[src/rtl/rotate_unit.sv]
`default_nettype none
// ============================================================================
// Module   : rotate_unit
// Purpose  : Iterative barrel rotate/shift unit. One operation per start
//            pulse; the shift amount is resolved one binary stage per cycle
//            (1, 2, 4, ... positions), then result, carry and zero are
//            registered together with a one-cycle done pulse. A global
//            enable freezes every register (reset still takes priority).
// Ports    : clk, rst (sync, active-high), enable, start,
//            op (0 ROTL, 1 ROTR, 2 LSL, 3 LSR, 4 ASR, 5-7 as LSL),
//            operand[WIDTH], amount[AMT_W]  -> busy, done, result[WIDTH],
//            carry, zero
// Revision : 1.0 - initial release
// ============================================================================
module rotate_unit #(
    parameter int WIDTH = 32,
    parameter int AMT_W = $clog2(WIDTH)
) (
    input  logic             clk,
    input  logic             rst,
    input  logic             enable,
    input  logic             start,
    input  logic [2:0]       op,
    input  logic [WIDTH-1:0] operand,
    input  logic [AMT_W-1:0] amount,
    output logic             busy,
    output logic             done,
    output logic [WIDTH-1:0] result,
    output logic             carry,
    output logic             zero
);

    localparam logic [0:0]       c_IDLE     = 1'b0;
    localparam logic [0:0]       c_RUN      = 1'b1;
    localparam logic [AMT_W-1:0] c_AMT_ZERO = '0;
    localparam logic [AMT_W-1:0] c_AMT_ONE  = AMT_W'(1);
    localparam logic [AMT_W-1:0] c_LAST     = AMT_W'(AMT_W - 1);
    localparam logic [AMT_W:0]   c_ONE      = (AMT_W + 1)'(1);
    localparam logic [AMT_W:0]   c_WIDTH    = (AMT_W + 1)'(WIDTH);

    localparam logic [2:0] c_OP_ROTL = 3'd0;
    localparam logic [2:0] c_OP_ROTR = 3'd1;
    localparam logic [2:0] c_OP_LSR  = 3'd3;
    localparam logic [2:0] c_OP_ASR  = 3'd4;

    logic [0:0]       r_state;
    logic [0:0]       w_next_state;
    logic [AMT_W-1:0] r_k;
    logic [2:0]       r_op;
    logic [WIDTH-1:0] r_work;
    logic [WIDTH-1:0] r_orig;
    logic [AMT_W-1:0] r_amount;
    logic [WIDTH-1:0] r_result;
    logic             r_carry;
    logic             r_zero;
    logic             r_done;

    logic [AMT_W:0]   w_s;        // positions moved by this stage (0 or 2^k)
    logic [AMT_W:0]   w_rs;       // complementary distance for wrap-around
    logic [WIDTH-1:0] w_stage;    // working value after this stage
    logic [AMT_W-1:0] w_lsl_idx;  // WIDTH-n, modulo WIDTH
    logic [AMT_W-1:0] w_lsr_idx;  // n-1
    logic             w_carry;

    // ------------------------------------------------------------------
    // State register
    // ------------------------------------------------------------------
    always_ff @(posedge clk) begin
        if (rst) begin
            r_state <= c_IDLE;
        end else if (enable) begin
            r_state <= w_next_state;
        end
    end

    // ------------------------------------------------------------------
    // Next-state logic
    // ------------------------------------------------------------------
    always_comb begin
        w_next_state = r_state;
        case (r_state)
            c_IDLE:  if (start)          w_next_state = c_RUN;
            c_RUN:   if (r_k == c_LAST)  w_next_state = c_IDLE;
            default:                     w_next_state = c_IDLE;
        endcase
    end

    // ------------------------------------------------------------------
    // Output logic
    // ------------------------------------------------------------------
    always_comb begin
        busy   = (r_state == c_RUN);
        done   = r_done;
        result = r_result;
        carry  = r_carry;
        zero   = r_zero;
    end

    // ------------------------------------------------------------------
    // One shift stage. A zero stage distance makes the wrap term shift by
    // WIDTH, which yields zero, so rotates pass the value through intact.
    // ------------------------------------------------------------------
    always_comb begin
        w_s  = r_amount[r_k] ? (c_ONE << r_k) : '0;
        w_rs = c_WIDTH - w_s;
        case (r_op)
            c_OP_ROTL: w_stage = (r_work << w_s) | (r_work >> w_rs);
            c_OP_ROTR: w_stage = (r_work >> w_s) | (r_work << w_rs);
            c_OP_LSR:  w_stage = r_work >> w_s;
            c_OP_ASR:  w_stage = $signed(r_work) >>> w_s;
            default:   w_stage = r_work << w_s;   // LSL and reserved codes
        endcase
    end

    // Carry is taken from the original operand for shifts and from the
    // final value for rotates; only meaningful on the last stage.
    always_comb begin
        w_lsl_idx = c_AMT_ZERO - r_amount;
        w_lsr_idx = r_amount - c_AMT_ONE;
        w_carry   = 1'b0;
        if (r_amount != c_AMT_ZERO) begin
            case (r_op)
                c_OP_ROTL: w_carry = w_stage[0];
                c_OP_ROTR: w_carry = w_stage[WIDTH-1];
                c_OP_LSR,
                c_OP_ASR:  w_carry = r_orig[w_lsr_idx];
                default:   w_carry = r_orig[w_lsl_idx];
            endcase
        end
    end

    // ------------------------------------------------------------------
    // Datapath and result registers
    // ------------------------------------------------------------------
    always_ff @(posedge clk) begin
        if (rst) begin
            r_k      <= '0;
            r_op     <= '0;
            r_work   <= '0;
            r_orig   <= '0;
            r_amount <= '0;
            r_result <= '0;
            r_carry  <= 1'b0;
            r_zero   <= 1'b0;
            r_done   <= 1'b0;
        end else if (enable) begin
            r_done <= 1'b0;
            case (r_state)
                c_IDLE: begin
                    if (start) begin
                        r_op     <= op;
                        r_work   <= operand;
                        r_orig   <= operand;
                        r_amount <= amount;
                        r_k      <= '0;
                    end
                end
                c_RUN: begin
                    r_work <= w_stage;
                    r_k    <= r_k + c_AMT_ONE;
                    if (r_k == c_LAST) begin
                        r_k      <= '0;
                        r_result <= w_stage;
                        r_carry  <= w_carry;
                        r_zero   <= (w_stage == '0);
                        r_done   <= 1'b1;
                    end
                end
                default: r_k <= '0;
            endcase
        end
    end

endmodule
`default_nettype wire

[config.mk]
export PLATFORM = sky130hd
export DESIGN_NAME = rotate_unit
export DESIGN_NICKNAME = d
export VERILOG_FILES = /design/src/rtl/rotate_unit.sv
export SDC_FILE = /design/constraint.sdc
export NUM_CORES = 1
export LEC_CHECK = 0
export BUFFER_PORTS_ARGS = -buffer_cell sky130_fd_sc_hd__buf_4
export CAP_MARGIN = 40
export CELL_PAD_IN_SITES_DETAIL_PLACEMENT = 1
export CELL_PAD_IN_SITES_GLOBAL_PLACEMENT = 2
export CORE_UTILIZATION = 38
export DETAILED_ROUTE_END_ITERATION = 16
export PLACE_DENSITY = 0.9
export SLEW_MARGIN = 20
export SYNTH_ARGS = -nofsm -noshare
export SYNTH_HDL_FRONTEND = slang
export SYNTH_SLANG_ARGS = --single-unit
[constraint.sdc]
create_clock -name clk -period 12.5 [get_ports clk]
set_input_delay 3.125 -clock clk [delete_from_list [all_inputs] [get_ports clk]]
set_output_delay 3.125 -clock clk [all_outputs]
set_load 0.02 [all_outputs]
---- Yosys cells after proc, flatten, opt, wreduce, memory -nomap -nowiden ----
Index checks and enable logic that the tools add are counted.
word-level totals
  bits in read-only memories .............. 0
  bits in registers ....................... 113
  bits of input ports ..................... 44
  memories ................................ 0
  memory bits (writable) .................. 0
  latch bits .............................. 0
  word-level logic and storage cells ...... 58
operators by class
  bitwise gates (word level) .............. 3
  $lt $le $gt $ge ......................... 3
  shift operators ......................... 6
  reductions and logical operators ........ 7
  muxes and demuxes ....................... 20
  multiply operators ...................... 0
  add/sub/neg operators ................... 4
  divide/modulo/power cells ............... 0
  equality and inequality tests ........... 5
operators by type and width
  operator                                                                       number
  32-bit one-hot mux with 4 select lines                                         1
  32-bit OR                                                                      2
  32-bit one-hot mux with 2 select lines                                         1
  32-bit by 6-bit << shifter with 32-bit output                                  2
  32-bit by 6-bit right shift with 32-bit output                                 2
  32-bit zero test                                                               1
  32-bit two-way mux                                                             1
  32-bit by 6-bit >>> shifter with 32-bit output                                 1
  5-bit by 6-bit less-than comparator with 1-bit output (second input constant)  2
  1-bit binary-select mux with 5-bit select                                      2
  5-bit two-way mux                                                              2
  5-bit one-hot mux with 2 select lines                                          1
  1-bit two-way mux                                                              8
  6-bit two-way mux                                                              1
  3-bit AND reduction                                                            2
  1-bit by 5-bit << shifter with 6-bit output (first input constant)             1
  6-bit subtractor (first input constant)                                        1
  5-bit by 1-bit adder with 5-bit output (second input constant)                 1
  5-bit by 3-bit == test with 1-bit output (second input constant)               1
  5-bit by 4-bit less-than comparator with 1-bit output (second input constant)  1
  5-bit nonzero test                                                             1
  1-bit by 5-bit subtractor with 5-bit output (first input constant)             1
  5-bit by 1-bit subtractor with 5-bit output (second input constant)            1
  1-bit binary-select mux with 3-bit select                                      1
  10 further kinds                                                               10

---- Depth between registers and ports, before layout ----
  depth in word-level cells ............... 9
  mapped depth ............................ 23

---- Worst setup path after synthesis ----
No wires, ideal clock.
  path kind ............................... register -> register
  start point ............................. register r_k[4]
  end point ............................... register r_zero (netlist: zero)
  data required time ...................... 12,431 ps
  stages on the path, launching flop included .. 21
  setup time .............................. 69 ps
  clock period less this slack ............ 4,845 ps
  path slack .............................. 7,655 ps
  arrival time ............................ 4,776 ps
  cells stage by stage .................... dfxtp_1 > buf_6 > or4_4 > buf_6 > nor2_2 > inv_1 > clkbuf_1 > clkbuf_1 > ha_1 > inv_1 > clkbuf_1 > clkbuf_1 > nor3_1 > o22ai_1 > mux2i_1 > a211o_1 > or4_1 > nor4_1 > nand4b_1 > or4_1 > o21ai_1
on the way
  word-level cells in the longest chain between the ends .. 7
ends and longest elaborated chain
  element                                                                                                                 RTL line  text
  start: declaration                                                                                                      48        logic [AMT_W-1:0] r_k;
  start signal: assignment                                                                                                160       r_k <= r_k + c_AMT_ONE;
  1-bit by 5-bit << shifter with 6-bit output                                                                             104       w_s = r_amount[r_k] ? (c_ONE << r_k) : '0;
  6-bit two-way mux                                                                                                       104
  6-bit subtractor                                                                                                        105       w_rs = c_WIDTH - w_s;
  32-bit by 6-bit << shifter with 32-bit output / 32-bit by 6-bit right shift with 32-bit output (equally long branches)  108, 107
  32-bit OR (on tied branches)                                                                                            108, 107
  32-bit one-hot mux with 4 select lines                                                                                  106       case (r_op)
  32-bit zero test                                                                                                        165       r_zero <= (w_stage == '0);
  end signal: assignment                                                                                                  165
  end: declaration                                                                                                        55        logic r_zero;
Several ways; a longest one is shown, not always the timed one.
A chain may end at the register's enable or synchronous reset.

---- Final worst setup path ----
  start point ............................. register r_k[0]
  end point ............................... register r_zero (netlist: zero)
on the way
  word-level cells in the longest chain between the ends .. 8
ends and longest elaborated chain
  element                                                                                                                 RTL line
  1-bit binary-select mux with 3-bit select                                                                               104
  1-bit two-way mux (implied by the code)                                                                                 104
  6-bit two-way mux                                                                                                       104
  6-bit subtractor                                                                                                        105
  32-bit by 6-bit << shifter with 32-bit output / 32-bit by 6-bit right shift with 32-bit output (equally long branches)  108, 107
  32-bit OR (on tied branches)                                                                                            108, 107
  32-bit one-hot mux with 4 select lines                                                                                  106
  32-bit zero test                                                                                                        165
Several ways; a longest one is shown, not always the timed one. The select of a mux whose other input is x is not followed.

==> results.py <==
metrics = {
    "route": {
        "dr_total_vias": 16000,
        "first_pass_iters": 7,
        "vias_per_cell": 7.77,
        "wl_per_cell_um": 38.9,
        "ant_nets": 0,
        "drc_errors": 0,
        "first_iter_violations": 2486,
        "routed_wl_um": 80000,
    },
    "grt": {
        "grt_max_degree": 79,
        "antenna_found_initial": 2,
        "grt_pass1_vias": 15600,
        "globalRouteMet3Util_pct": 16.2,
        "grt_use_met2_pct": 75.2,
        "track_usage_pct": 51.3,
        "grt_overflow": 0,
        "grt_pass1_wl_um": 113000,
        "grtUsageMet1_pct": 62.0,
        "grt-busiest-layer": "met2",
    },
    "worst_hold_path": {
        "hold_depth": 2,
        "hold_class": "flip-flop to flip-flop",
    },
    "timing": {
        "max_freq_ghz": 0.157,
        "skew_ns": 0.0169,
        "tns_ns": 0,
        "fin_ws_ns": 6.12,
        "rsz0062_at_grt": "false",
        "min_period_over_period_pct": 51.0,
        "hold_viol": 0,
        "worst_pin_slew_ns": 1.00,
        "setup_viol_count_final": 0,
        "slew-limit-headroom_pct": 33.0,
        "fin_crit_ns": 6.38,
        "maxSlewViolCount": 0,
    },
    "synthesis": {
        "synth-edff-count": 0,
        "synthCells": 1664,
        "avgSynthCellArea_um2": 6.96,
        "synthTopCellsByArea": "dfxtp_1, a21oi_1, mux4_2",
        "synth_seq_cells": 113,
        "netlist_area_um2": 11600,
        "synthesis.yosys.warnings": 0,
        "yosysTopAreaCell": "dfxtp_1",
        "seq_area_frac_synth_pct": 19.5,
        "synth-main-ff-cell": "dfxtp_1",
        "syn_nets": 1713,
        "synthArstFlopShare_pct": 0,
        "synth_cell_types": 84,
        "synth_top_area_share_pct": 19.5,
    },
    "worst_setup_path": {
        "max_stage_delay_ns": 0.69,
        "reg2regPathDepth": 15,
        "crit_path_top_delay_cell": "a211oi_1",
        "critPathArrivalTime_ns": 6.74,
        "crit_chain": "buf_4, nand2_1, nor2_2, inv_1, ha_1, buf_4, inv_1, o21ai_0, o32ai_1, mux4_2, a211oi_1, and4_1, nand4b_1, or4_1, o21ai_1",
        "critPathLaunchType": "flip-flop",
        "required_ns": 12.86,
        "path_max_fanout": 56,
        "crit_type": "flip-flop to flip-flop",
        "critPathCaptureType": "flip-flop",
    },
    "cts": {
        "root_buffer": "clkbuf_16",
        "cts_hold_buf": 0,
        "post-cts-setup-buffers": 0,
        "cts_tree": "yes",
        "cts_buffers": 17,
        "clockBufferDepth": 2,
        "cts_sinks": 113,
        "worstSkewPairLatency_ns": 0.44,
        "cts.clk_slew.worst_paths_ns": 0.07,
        "htreeDepth": 4,
        "cts-resized-gates": 0,
    },
    "placement": {
        "io_buffers": 79,
        "dp_hpwl_um": 55900,
        "dp_slack_ns": 6.39,
        "place_congestion": 1.09,
        "place_area_um2": 12500,
    },
    "floorplanning": {
        "dieHeight_um": 177,
        "io_pins": 80,
        "initial_utilization_pct": 38.9,
        "die_w_um": 177,
        "die_area_um2": 31200,
        "coreArea_um2": 29800,
        "rows": 63,
    },
    "layout": {
        "fin_util_pct": 44.1,
        "fin_nets": 1704,
        "final_cell_area_um2": 13100,
        "area_growth_pct": 13.5,
        "nFillCells": 3778,
        "drive_gt1_share_pct": 15.9,
    },
    "run_status": {
        "status": "finished clean",
    },
    "run": {
        "max_cap_viol_count": 0,
    },
    "pwr": {
        "irDropWorstVdd_mv": 0.156,
        "p_per_area_nw_per_um2": 111,
        "p_total_mw": 1.46,
        "p_leak_nw": 4.66,
    },
}
==> report_power, final <==
part	switching (mW)	total (mW)	leakage, nW	internal (mW)
clock network	0.193	0.512	0.287	0.320
registers	0.0460	0.422	0.923	0.376
logic	0.369	0.530	3.45	0.161
total	0.608	1.46	4.66	0.856
==> sequential cells by signal, indices dropped and copies added (netlist names) <==
name,cells
r_orig,32
r_k,5
result,32
done,1
r_amount,5
busy,1
zero,1
r_op,3
carry,1
r_work,32
==> routing by layer <==
| layer | vias up | routed length, um |
|---|---|---|
| met3 | 464 | 11100 |
| met2 | 1489 | 32800 |
| met5 | - | 0 |
| li1 | 6360 | - |
| met1 | 7695 | 28200 |
| met4 | 0 | 7920 |
==> layout by cell type, fill, tap and decap left out, types with 6 or more instances in the layout <==
master / count
nand2_1: 184
nor2_1: 184
a21oi_1: 170
buf_4: 151
o21ai_0: 111
dfxtp_1: 110
a211oi_1: 71
nor3_1: 68
o22ai_1: 40
nand3_1: 37
mux4_2: 32
mux2i_1: 31
o32ai_1: 31
a22o_1: 27
o31ai_1: 21
o211ai_1: 20
a31oi_1: 17
a22oi_1: 17
clkbuf_16: 17
inv_1: 16
and3_1: 16
nand4_1: 16
a221oi_1: 15
or3b_2: 14
o221ai_1: 13
and2_1: 12
a211o_1: 11
o32a_1: 9
nand3b_1: 8
a21o_1: 8
or3_1: 8
buf_2: 8
a32oi_1: 7
mux2_2: 7
a2111oi_0: 7
o21a_1: 7
nand2b_1: 6
nor4_1: 6
==> Yosys cell counts (14+ instances only) <==
cell type,count
buf_1,16
o211ai_1,20
a22o_1,27
a22oi_1,17
nand4_1,16
mux4_2,32
o32ai_1,31
dfxtp_1,113
nor2_1,187
nor3_1,69
inv_1,16
clkbuf_1,148
and3_1,16
buf_2,21
mux2i_1,31
o31ai_1,21
or3b_2,14
nand3_1,37
nand2_1,184
a21oi_1,170
o22ai_1,40
a221oi_1,15
o21ai_0,111
a31oi_1,17
a211oi_1,72
==> critical path, delay by kind of cell, from the launching register on <==
family	cells	cell delay, ns
adders and majority gates	1	0.31
AOI/OAI and AO/OA	4	1.38
DFF	1	0.61
and+or+nand+nor	5	1.70
muxes	1	0.58
buffers and inverters	4	1.66
==> area by class of cell <==
type                            instances  area (um2)  share of cell area (%)
Clock buffer                           20         447                    3.40
Clock inverter                         12         158                    1.20
Timing Repair Buffer                  162        1210                    9.18
Multi-Input combinational cell       1342        8510                    64.7
Inverter                               19        73.8                   0.561
Tap cell                              390         488                    3.71
Antenna cell                            1        2.50                  0.0190
Sequential cell                       113        2270                    17.2
==> worst paths after layout <==
kind | from | slack, ns | end
worst max-delay path | r_k[0] | 6.12 | zero
worst min-delay path | result[8] | 0.46 | result[8]
worst max register to register | r_k[0] | 6.12 | zero
worst min register to register | result[8] | 0.46 | result[8]
==> cell families (layout without fill, tap and decap cells) <==
| logic type | Yosys count | count (layout) | synth area share, % |
|---|---|---|---|
| XOR/XNOR | 7 | 7 | 0.529 |
| other | 0 | 1 | 0 |
| multiplexers | 70 | 70 | 9.58 |
| adder cells (fa/ha/maj) | 5 | 5 | 0.540 |
| AO/OA/AOI/OAI | 665 | 665 | 38.5 |
| buffers and inverters | 209 | 213 | 7.29 |
| AND/OR/NAND/NOR | 595 | 595 | 24.0 |
| flip-flops | 113 | 113 | 19.5 |
==> stage by stage <==
stage	hold WS, ns	cells
global route	0.489	2058
CTS	0.467	2051
floorplan	0.443	1664
finish	0.461	2059
detailed placement	0.459	2019
global placement	0.447	2010
(Power assumes the default switching activity.)
